### src/rtl/rggen_rtl_pkg.sv
// Shared types for the rggen host interface adapters: response status,
// host-interface FSM state and byte-strobe expansion.
package rggen_rtl_pkg;

   typedef enum logic [1:0] {
      RGGEN_OKAY        = 2'b00,
      RGGEN_EXOKAY      = 2'b01,
      RGGEN_SLAVE_ERROR = 2'b10,
      RGGEN_EXIT_ERROR  = 2'b11
   } rggen_status;

   localparam rggen_status RGGEN_DECODE_ERROR = RGGEN_EXIT_ERROR;

   typedef enum logic [1:0] {
      IDLE     = 2'b00,
      BUSY     = 2'b01,
      RESPONSE = 2'b10
   } rggen_host_if_state;

   // One byte lane of the write mask; callers loop over the strobe vector.
   function automatic logic [7:0] rggen_expand_strobe(input logic strobe);
      return {8{strobe}};
   endfunction

endpackage

### src/rtl/rggen_host_if_response_mux.sv
// Select-driven AND-OR collection of ready, status and read data from the
// register array; shared by all host interface adapters.
module rggen_host_if_response_mux #(
   parameter int BUS_WIDTH = 32,
   parameter int REGISTERS = 1
) (
   input  logic [REGISTERS-1:0]           i_register_select,
   input  logic [REGISTERS-1:0]           i_register_ready,
   input  logic [2*REGISTERS-1:0]         i_register_status,
   input  logic [BUS_WIDTH*REGISTERS-1:0] i_register_read_data,
   output logic                           o_hit,
   output logic                           o_done,
   output logic [1:0]                     o_status,
   output logic [BUS_WIDTH-1:0]           o_read_data
);

   assign o_hit  = |i_register_select;
   assign o_done = |(i_register_select & i_register_ready);

   always_comb begin
      o_status    = '0;
      o_read_data = '0;
      for (int i = 0; i < REGISTERS; i++) begin
         o_status    = o_status | ({2{i_register_select[i]}} & i_register_status[2*i+:2]);
         o_read_data = o_read_data |
                       ({BUS_WIDTH{i_register_select[i]}} & i_register_read_data[BUS_WIDTH*i+:BUS_WIDTH]);
      end
   end

endmodule

### src/rtl/rggen_host_if_apb.sv
// APB3/APB4 slave driving the rggen register command bus.
// Optional response timeout enabled by defining RGGEN_HOST_IF_TIMEOUT_EN.
module rggen_host_if_apb
   import rggen_rtl_pkg::*;
#(
   parameter int ADDRESS_WIDTH  = 16,
   parameter int BUS_WIDTH      = 32,
   parameter int REGISTERS      = 1,
   parameter int TIMEOUT_CYCLES = 256
) (
   input  logic                           clk,
   input  logic                           rst_n,
   input  logic                           i_psel,
   input  logic                           i_penable,
   input  logic                           i_pwrite,
   input  logic [ADDRESS_WIDTH-1:0]       i_paddr,
   input  logic [BUS_WIDTH/8-1:0]         i_pstrb,
   input  logic [BUS_WIDTH-1:0]           i_pwdata,
   output logic                           o_pready,
   output logic [BUS_WIDTH-1:0]           o_prdata,
   output logic                           o_pslverr,
   output logic                           o_command_valid,
   output logic                           o_write,
   output logic                           o_read,
   output logic [ADDRESS_WIDTH-1:0]       o_address,
   output logic [BUS_WIDTH-1:0]           o_write_data,
   output logic [BUS_WIDTH-1:0]           o_write_mask,
   input  logic [REGISTERS-1:0]           i_register_select,
   input  logic [REGISTERS-1:0]           i_register_ready,
   input  logic [2*REGISTERS-1:0]         i_register_status,
   input  logic [BUS_WIDTH*REGISTERS-1:0] i_register_read_data
);

   rggen_host_if_state   state;
   logic                 hit;
   logic                 done;
   logic                 timeout;
   logic [1:0]           sel_status;
   logic [BUS_WIDTH-1:0] sel_read_data;
   logic                 complete;
   rggen_status          resp_status;
   logic [BUS_WIDTH-1:0] resp_data;
   logic [BUS_WIDTH-1:0] write_mask_next;

   rggen_host_if_response_mux #(
      .BUS_WIDTH (BUS_WIDTH),
      .REGISTERS (REGISTERS)
   ) u_response_mux (
      .i_register_select    (i_register_select),
      .i_register_ready     (i_register_ready),
      .i_register_status    (i_register_status),
      .i_register_read_data (i_register_read_data),
      .o_hit                (hit),
      .o_done               (done),
      .o_status             (sel_status),
      .o_read_data          (sel_read_data)
   );

`ifdef RGGEN_HOST_IF_TIMEOUT_EN
   localparam int COUNT_W = $clog2(TIMEOUT_CYCLES);
   logic [COUNT_W-1:0] timeout_count;

   // Held at zero outside BUSY so every command starts counting from 0.
   always_ff @(posedge clk or negedge rst_n) begin
      if (!rst_n) begin
         timeout_count <= '0;
      end else if (state == BUSY) begin
         timeout_count <= timeout_count + 1'b1;
      end else begin
         timeout_count <= '0;
      end
   end

   assign timeout = (timeout_count == COUNT_W'(TIMEOUT_CYCLES - 1));
`else
   assign timeout = 1'b0;
`endif

   always_comb begin
      write_mask_next = '0;
      for (int i = 0; i < BUS_WIDTH / 8; i++) begin
         write_mask_next[8*i+:8] = rggen_expand_strobe(i_pstrb[i]);
      end
   end

   // Priority: decode miss, then register done, then timeout.
   always_comb begin
      complete    = 1'b0;
      resp_status = RGGEN_OKAY;
      resp_data   = '0;
      if (state == BUSY) begin
         if (!hit) begin
            complete    = 1'b1;
            resp_status = RGGEN_DECODE_ERROR;
         end else if (done) begin
            complete    = 1'b1;
            resp_status = rggen_status'(sel_status);
            resp_data   = sel_read_data;
         end else if (timeout) begin
            complete    = 1'b1;
            resp_status = RGGEN_SLAVE_ERROR;
         end
      end
   end

   always_ff @(posedge clk or negedge rst_n) begin
      if (!rst_n) begin
         state           <= IDLE;
         o_pready        <= 1'b0;
         o_prdata        <= '0;
         o_pslverr       <= 1'b0;
         o_command_valid <= 1'b0;
         o_write         <= 1'b0;
         o_read          <= 1'b0;
         o_address       <= '0;
         o_write_data    <= '0;
         o_write_mask    <= '0;
      end else begin
         case (state)
            IDLE: begin
               o_pready  <= 1'b0;
               o_prdata  <= '0;
               o_pslverr <= 1'b0;
               if (i_psel && !i_penable) begin
                  state           <= BUSY;
                  o_command_valid <= 1'b1;
                  o_write         <= i_pwrite;
                  o_read          <= !i_pwrite;
                  o_address       <= i_paddr;
                  o_write_data    <= i_pwdata;
                  o_write_mask    <= i_pwrite ? write_mask_next : '1;
               end
            end
            BUSY: begin
               if (complete) begin
                  state           <= RESPONSE;
                  o_command_valid <= 1'b0;
                  o_write         <= 1'b0;
                  o_read          <= 1'b0;
                  o_pready        <= 1'b1;
                  o_pslverr       <= resp_status[1];
                  o_prdata        <= (o_read && !resp_status[1]) ? resp_data : '0;
               end
            end
            RESPONSE: begin
               state     <= IDLE;
               o_pready  <= 1'b0;
               o_prdata  <= '0;
               o_pslverr <= 1'b0;
            end
            default: begin
               state <= IDLE;
            end
         endcase
      end
   end

endmodule

### config.mk
export PLATFORM = sky130hd
export DESIGN_NAME = rggen_host_if_apb
export DESIGN_NICKNAME = d
export VERILOG_FILES = /design/src/rtl/rggen_rtl_pkg.sv /design/src/rtl/rggen_host_if_response_mux.sv /design/src/rtl/rggen_host_if_apb.sv
export SDC_FILE = /design/constraint.sdc
export NUM_CORES = 1
export LEC_CHECK = 0
export BUFFER_PORTS_ARGS = -buffer_cell sky130_fd_sc_hd__buf_2
export CORE_MARGIN = 4
export CORE_UTILIZATION = 48
export CTS_BUF_LIST = sky130_fd_sc_hd__clkbuf_4
export DETAILED_ROUTE_END_ITERATION = 7
export PLACE_DENSITY = 0.93
export RECOVER_POWER = 100
export SLEW_MARGIN = 0
export SYNTH_ARGS = -nofsm -noshare
export SYNTH_HDL_FRONTEND = slang
export SYNTH_SLANG_ARGS = --single-unit
### constraint.sdc
create_clock -name clk -period 4.4 [get_ports clk]
set_clock_uncertainty 0.15 [all_clocks]
set_input_delay 0.88 -clock clk [delete_from_list [all_inputs] [get_ports clk]]
set_output_delay 0.88 -clock clk [all_outputs]
set_load 0.005 [all_outputs]
==> Word level (Yosys, flattened, before mapping) <==
Cells that the tools add are included.
{ "op_classes": {"reduce_logical": 13, "bitwise_logic": 3, "mux": 26, "eq_ne": 4} }
{ "op_table": {"columns": ["cell", "count"], "rows": [
  ["two-way mux 32 bit", 5],
  ["case mux 32 bit (2 select lines)", 1],
  ["AND 32 bit", 1],
  ["two-way mux 2 bit", 5],
  ["case mux 1 bit (2 select lines)", 5],
  ["two-way mux 1 bit", 9],
  ["AND reduction 2 bit", 3],
  ["inequality test 2 bit, second input constant", 2],
  ["case mux 2 bit (2 select lines)", 1],
  ["nonzero test 2 bit", 2],
  ["zero test 1 bit", 3],
  ["AND reduction 3 bit", 1],
  ["AND 2 bit", 1],
  ["== test 2 x 1 -> 1 bit, second input constant", 1],
  ["== test 2 bit, second input constant", 1],
  ["logical AND 1 bit", 2],
  ["zero test 2 bit", 1],
  ["OR reduction 2 bit", 1],
  ["AND 1 bit", 1]
]} }
{ "totals": {"elab_cells": 56, "input_bits": 93, "output_inout_bits": 117, "reg_bits": 119} }

==> Longest topological paths before layout <==
{ "logic_depth": {"depth_word": 9, "ltp_mapped": 5, "mapped_depth_nobuf": 4} }

==> Modules after synthesis <==
From an unflattened synthesis, not the netlist that was laid out.
{ "hier_totals": {"cells_unflattened": 383, "hier_area_um2": 3901.2} }
{ "by_module_without_submodules": {"columns": ["module", "cells_each", "area_each_um2", "n_inst", "seq_area_each_um2"], "rows": [
  ["rggen_host_if_apb", 344, 3616.0, 1, 2277.2],
  ["rggen_host_if_response_mux", 39, 285.3, 1, 0.0]
]} }

==> Least setup slack after synthesis <==
No wires, ideal clock.
{ "synth_timing": {"path_kind": "input to register", "from": "in i_penable", "to": "reg o_write_data[10]", "n_path_buf": 2, "stages": 5, "required_ns": 4.134, "slack_ns": 2.401, "setup_ns": 0.116, "arrival_ns": 1.732, "path_cell_list": "or4b_1 clkbuf_1 buf_2 nand2_1 nand2_1"} }
{ "synth_between": {"elab_chain_cells": 3} }
{ "synth_lines": {"columns": ["item", "line", "text"], "rows": [
  ["start: declaration", "rggen_host_if_apb.sv:14", "input logic i_penable,"],
  ["zero test 1 bit", "rggen_host_if_apb.sv:124", "if (i_psel && !i_penable) begin"],
  ["logical AND 1 bit", "rggen_host_if_apb.sv:124", null],
  ["AND reduction 2 bit (no line)", null, null],
  ["end signal: assignment", "rggen_host_if_apb.sv:130", "o_write_data <= i_pwdata;"],
  ["end: declaration", "rggen_host_if_apb.sv:26", "output logic [BUS_WIDTH-1:0] o_write_data,"]
]} }
No other way between the ends.
A chain may end at the register's enable or synchronous reset.

==> Worst setup path in the final report <==
{ "layout_timing": {"from": "in i_penable", "to": "reg o_write"} }
{ "layout_between": {"elab_chain_cells": 4} }
{ "layout_lines": {"columns": ["item", "line", "text"], "rows": [
  ["zero test 1 bit", "rggen_host_if_apb.sv:124", null],
  ["logical AND 1 bit", "rggen_host_if_apb.sv:124", null],
  ["inequality test 2 bit (no line)", null, null],
  ["AND reduction 3 bit (no line)", null, null],
  ["end signal: assignment", "rggen_host_if_apb.sv:127", "o_write <= i_pwrite;"],
  ["end: declaration", "rggen_host_if_apb.sv:23", "output logic o_write,"]
]} }
No other way between the ends.

==> metrics.md <==
| Metric | Value |
|---|---|
| Outcome | `complete, but fails checks` |
| # H-tree levels | `3` |
| Largest family of logic cells by synthesized area | `simple AND/OR/NAND/NOR gates` |
| Compound-cell area share of the yosys netlist | `0.101` |
| R2R Path Start | `state[0]$_DFFE_PN0P_` |
| Critical-path cell list | `buf_2 > nor4b_1 > clkbuf_1 > a21oi_1 > a22o_1` |
| Sw Ratio | `0.287` |
| Yosys reg bits | `91` |
| Starting DRT DRC Count | `62` |
| Total grt overflow | `0` |
| Layout cell share with drive strength beyond 1 | `0.314` |
| End point of the critical path | `o_write$_DFFE_PN0P_` |
| Slowest cell on crit path | `clkbuf_1` |
| Synth Area in XOR/XNOR | `0` |
| First-pass GRT wire length | `14100 um` |
| Final Cycle Share | `0.639` |
| Crit path capture type | `register` |
| Seq pwr share | `0.537` |
| Critical path startpoint | `i_penable` |
| Final Hold Fails | `0` |
| Clk buf depth | `2` |
| Critical Path AT | `2.96 ns` |
| ANT nets after route | `0` |
| Failing checks | `capacitance limit, slew limit` |
| Worst path max stage delay | `1.14 ns` |
| Final Core Density | `0.628` |
| Port bufs | `208` |
| Gate count after technology mapping | `345` |
| Antenna diodes | `0` |
| Die width | `94.5 um` |
| Total track usage | `0.206` |
| Pwr Total | `1.90 mW` |
| Area growth syn-to-layout | `26.8%` |
| CTS tree | `built` |
| IO Count | `210` |
| Post-Syn Area | `0.00359 mm2` |
| Placed insts | `608` |
| Sequential area share after synthesis | `0.635` |
| CTS root buf | `clkbuf_4` |
| Mux cell area share after synthesis | `0` |
| Synth warn | `0` |
| Pleak | `2.52 nW` |
| Worst relative slew slack | `-0.453` |
| Count of final setup violators | `0` |
| Critical R2R Capture | `o_write$_DFFE_PN0P_` |
| Drt total wl | `9070 um` |
| Rows | `31` |
| Post_cts resized | `0` |
| Synth cell types | `19` |
| Synth Area in Adders | `0` |
| RSZ-0062 raised after global routing | `no` |
| Min-delay worst type | `register to register` |
| Worst slew pin tran | `2.18 ns` |
| Clock sink total | `91` |
| Synth Area per Inst | `10.4 um2` |
| Vias per cell | `4.84` |
| P_sw | `0.545 mW` |
| Cts bufs inserted | `9` |
| Detail Placement HPWL | `6780 um` |
| R2r setup slk | `1.64 ns` |
| Final Instance Area | `0.00455 mm2` |
| Die area | `0.00892 mm2` |
| Peak supply drop | `0.000237 V` |
| Clk pwr share | `0.268` |
| Fill cells | `623` |
| Non-Filler Instances | `624` |
| CP Data Required Time | `4.55 ns` |
| Setup TNS | `0 ns` |
| Fin worst setup slack | `1.59 ns` |
| Smallest hold slack | `0.336 ns` |
| Syn nets | `438` |
| Post-CTS setup buffer count | `0` |
| Setup crit start kind | `input pin` |
| Max-slew violation count | `215` |
| First-pass iteration count of the detailed router | `4` |
| Starting Density | `0.495` |
| Total Nets Final | `613` |
| Area after DPL | `0.00449 mm2` |
| Die H | `94.5 um` |
| Worst slack, placed | `1.71 ns` |
| Setup CP Type | `input pin to register` |
| Critical path peak fanout | `38` |
| RePlAce Congestion | `0.737` |
| Worst R2R Path Depth | `4` |
| Initial antenna violation count | `0` |
| Cts hold-fix bufs | `0` |
| Logic pwr share | `0.195` |
| Clock transition at the registers of the reported paths | `0.13 ns` |
| Power per cell area | `417 mW/mm2` |
| Largest net degree at the start of global routing | `92` |
| Post-Synth Simple-Gate Area | `0.177` |
| Highest clock rate | `356 MHz` |
| Min Tclk post-route | `2.81 ns` |
| Clk_lat worst skew | `0.40 ns` |
| Core area | `0.00725 mm2` |
| Drc violations | `0` |
| DR vias | `3020` |
| Max cap viols | `4` |
| Wire per inst | `14.5 um` |
| Vias in the first global route | `2954` |
| Pint | `1.36 mW` |
[layout make-up]
class,count,area (um2),area share
Timing Repair Buffer,210,975,0.214
Tap cell,99,124,0.0272
Sequential cell,91,2280,0.500
Multi-Input combinational cell,203,993,0.218
Clock inverter,6,88.8,0.0195
Inverter,5,18.8,0.00412
Clock buffer,10,75.1,0.0165
[state kept, by name (all words and copies together) (netlist names)]
name and flops:
o_prdata 32, o_write_data 32, o_address 16, o_write_mask 4
state 2, o_command_valid 1, o_pready 1, o_pslverr 1
o_read 1, o_write 1
[synth_stat cells]
cell | count | area share
nand2_1 | 148 | 0.15
buf_2 | 9 | 0.013
nor3_2 | 1 | 0.0028
buf_4 | 29 | 0.061
a21oi_1 | 1 | 0.0014
a21o_1 | 1 | 0.0021
nand2b_1 | 3 | 0.0052
clkbuf_1 | 8 | 0.0084
dfrtp_1 | 91 | 0.63
o21a_1 | 1 | 0.0021
o21ai_1 | 1 | 0.0014
nor4b_2 | 1 | 0.0042
nor2b_1 | 2 | 0.0035
or4b_1 | 1 | 0.0028
inv_1 | 5 | 0.0052
nor2_1 | 4 | 0.0042
a31oi_1 | 4 | 0.0070
a22o_1 | 34 | 0.083
o2bb2ai_2 | 1 | 0.0042
[power by group through the flow]
stage	registers [mW]	clock network [mW]	logic, mW
2_1_floorplan	1.05	0	0.197
3_3_place_gp	1.03	0	0.384
3_5_place_dp	1.04	0	0.400
4_1_cts	1.02	0.527	0.400
5_1_grt	1.04	0.574	0.421
6_report	1.02	0.509	0.370
[cell usage in the layout, fill, tap and decap left out]
cell type / count
inv_1: 5
inv_6: 1
clkinv_2: 1
o2bb2ai_2: 1
nand2b_1: 3
o21ai_1: 1
nor2b_1: 2
o21a_1: 1
nor2_1: 4
or4b_1: 1
buf_4: 1
a21o_1: 1
a22o_1: 34
a31oi_1: 4
bufinv_16: 2
clkbuf_4: 10
nor4b_1: 1
a21oi_1: 1
clkbuf_2: 1
nor3_2: 1
clkinvlp_4: 2
dfrtp_1: 91
buf_2: 145
clkbuf_1: 63
nand2_1: 148
[worst max-delay path: cells and delay by family]
family | cells | cell delay, ns
AO/OA/AOI/OAI | 2 | 0.44
buffers and inverters | 2 | 1.24
AND/OR/NAND/NOR | 1 | 0.39
[per-layer routing]
layer  GRT usage  vias to the layer above  wire length, um
met4      0.0877                        0              180
met1       0.240                     1428             3430
met3      0.0462                       15              683
met2       0.365                      137             4770
met5           0                        -                0
li1            -                     1440                -
[logic make-up (layout without fill, tap and decap cells)]
family	count (synthesis)	count (layout)
buf+inv	51	231
flops	91	91
simple gates	160	160
compound gates	43	43
[worst min-delay path by stage]
stage,startpoint,end,depth (start not counted)
2_1_floorplan,o_address[0]$_DFFE_PN0P_,o_address[0]$_DFFE_PN0P_,2
3_3_place_gp,o_write_data[9]$_DFFE_PN0P_,o_write_data[9]$_DFFE_PN0P_,2
3_5_place_dp,o_address[1]$_DFFE_PN0P_,o_address[1]$_DFFE_PN0P_,2
4_1_cts,o_address[1]$_DFFE_PN0P_,o_address[1]$_DFFE_PN0P_,2
5_1_grt,o_address[5]$_DFFE_PN0P_,o_address[5]$_DFFE_PN0P_,2
6_report,o_write_data[10]$_DFFE_PN0P_,o_write_data[10]$_DFFE_PN0P_,2
Note: power is estimated with default switching activity, not from simulation.
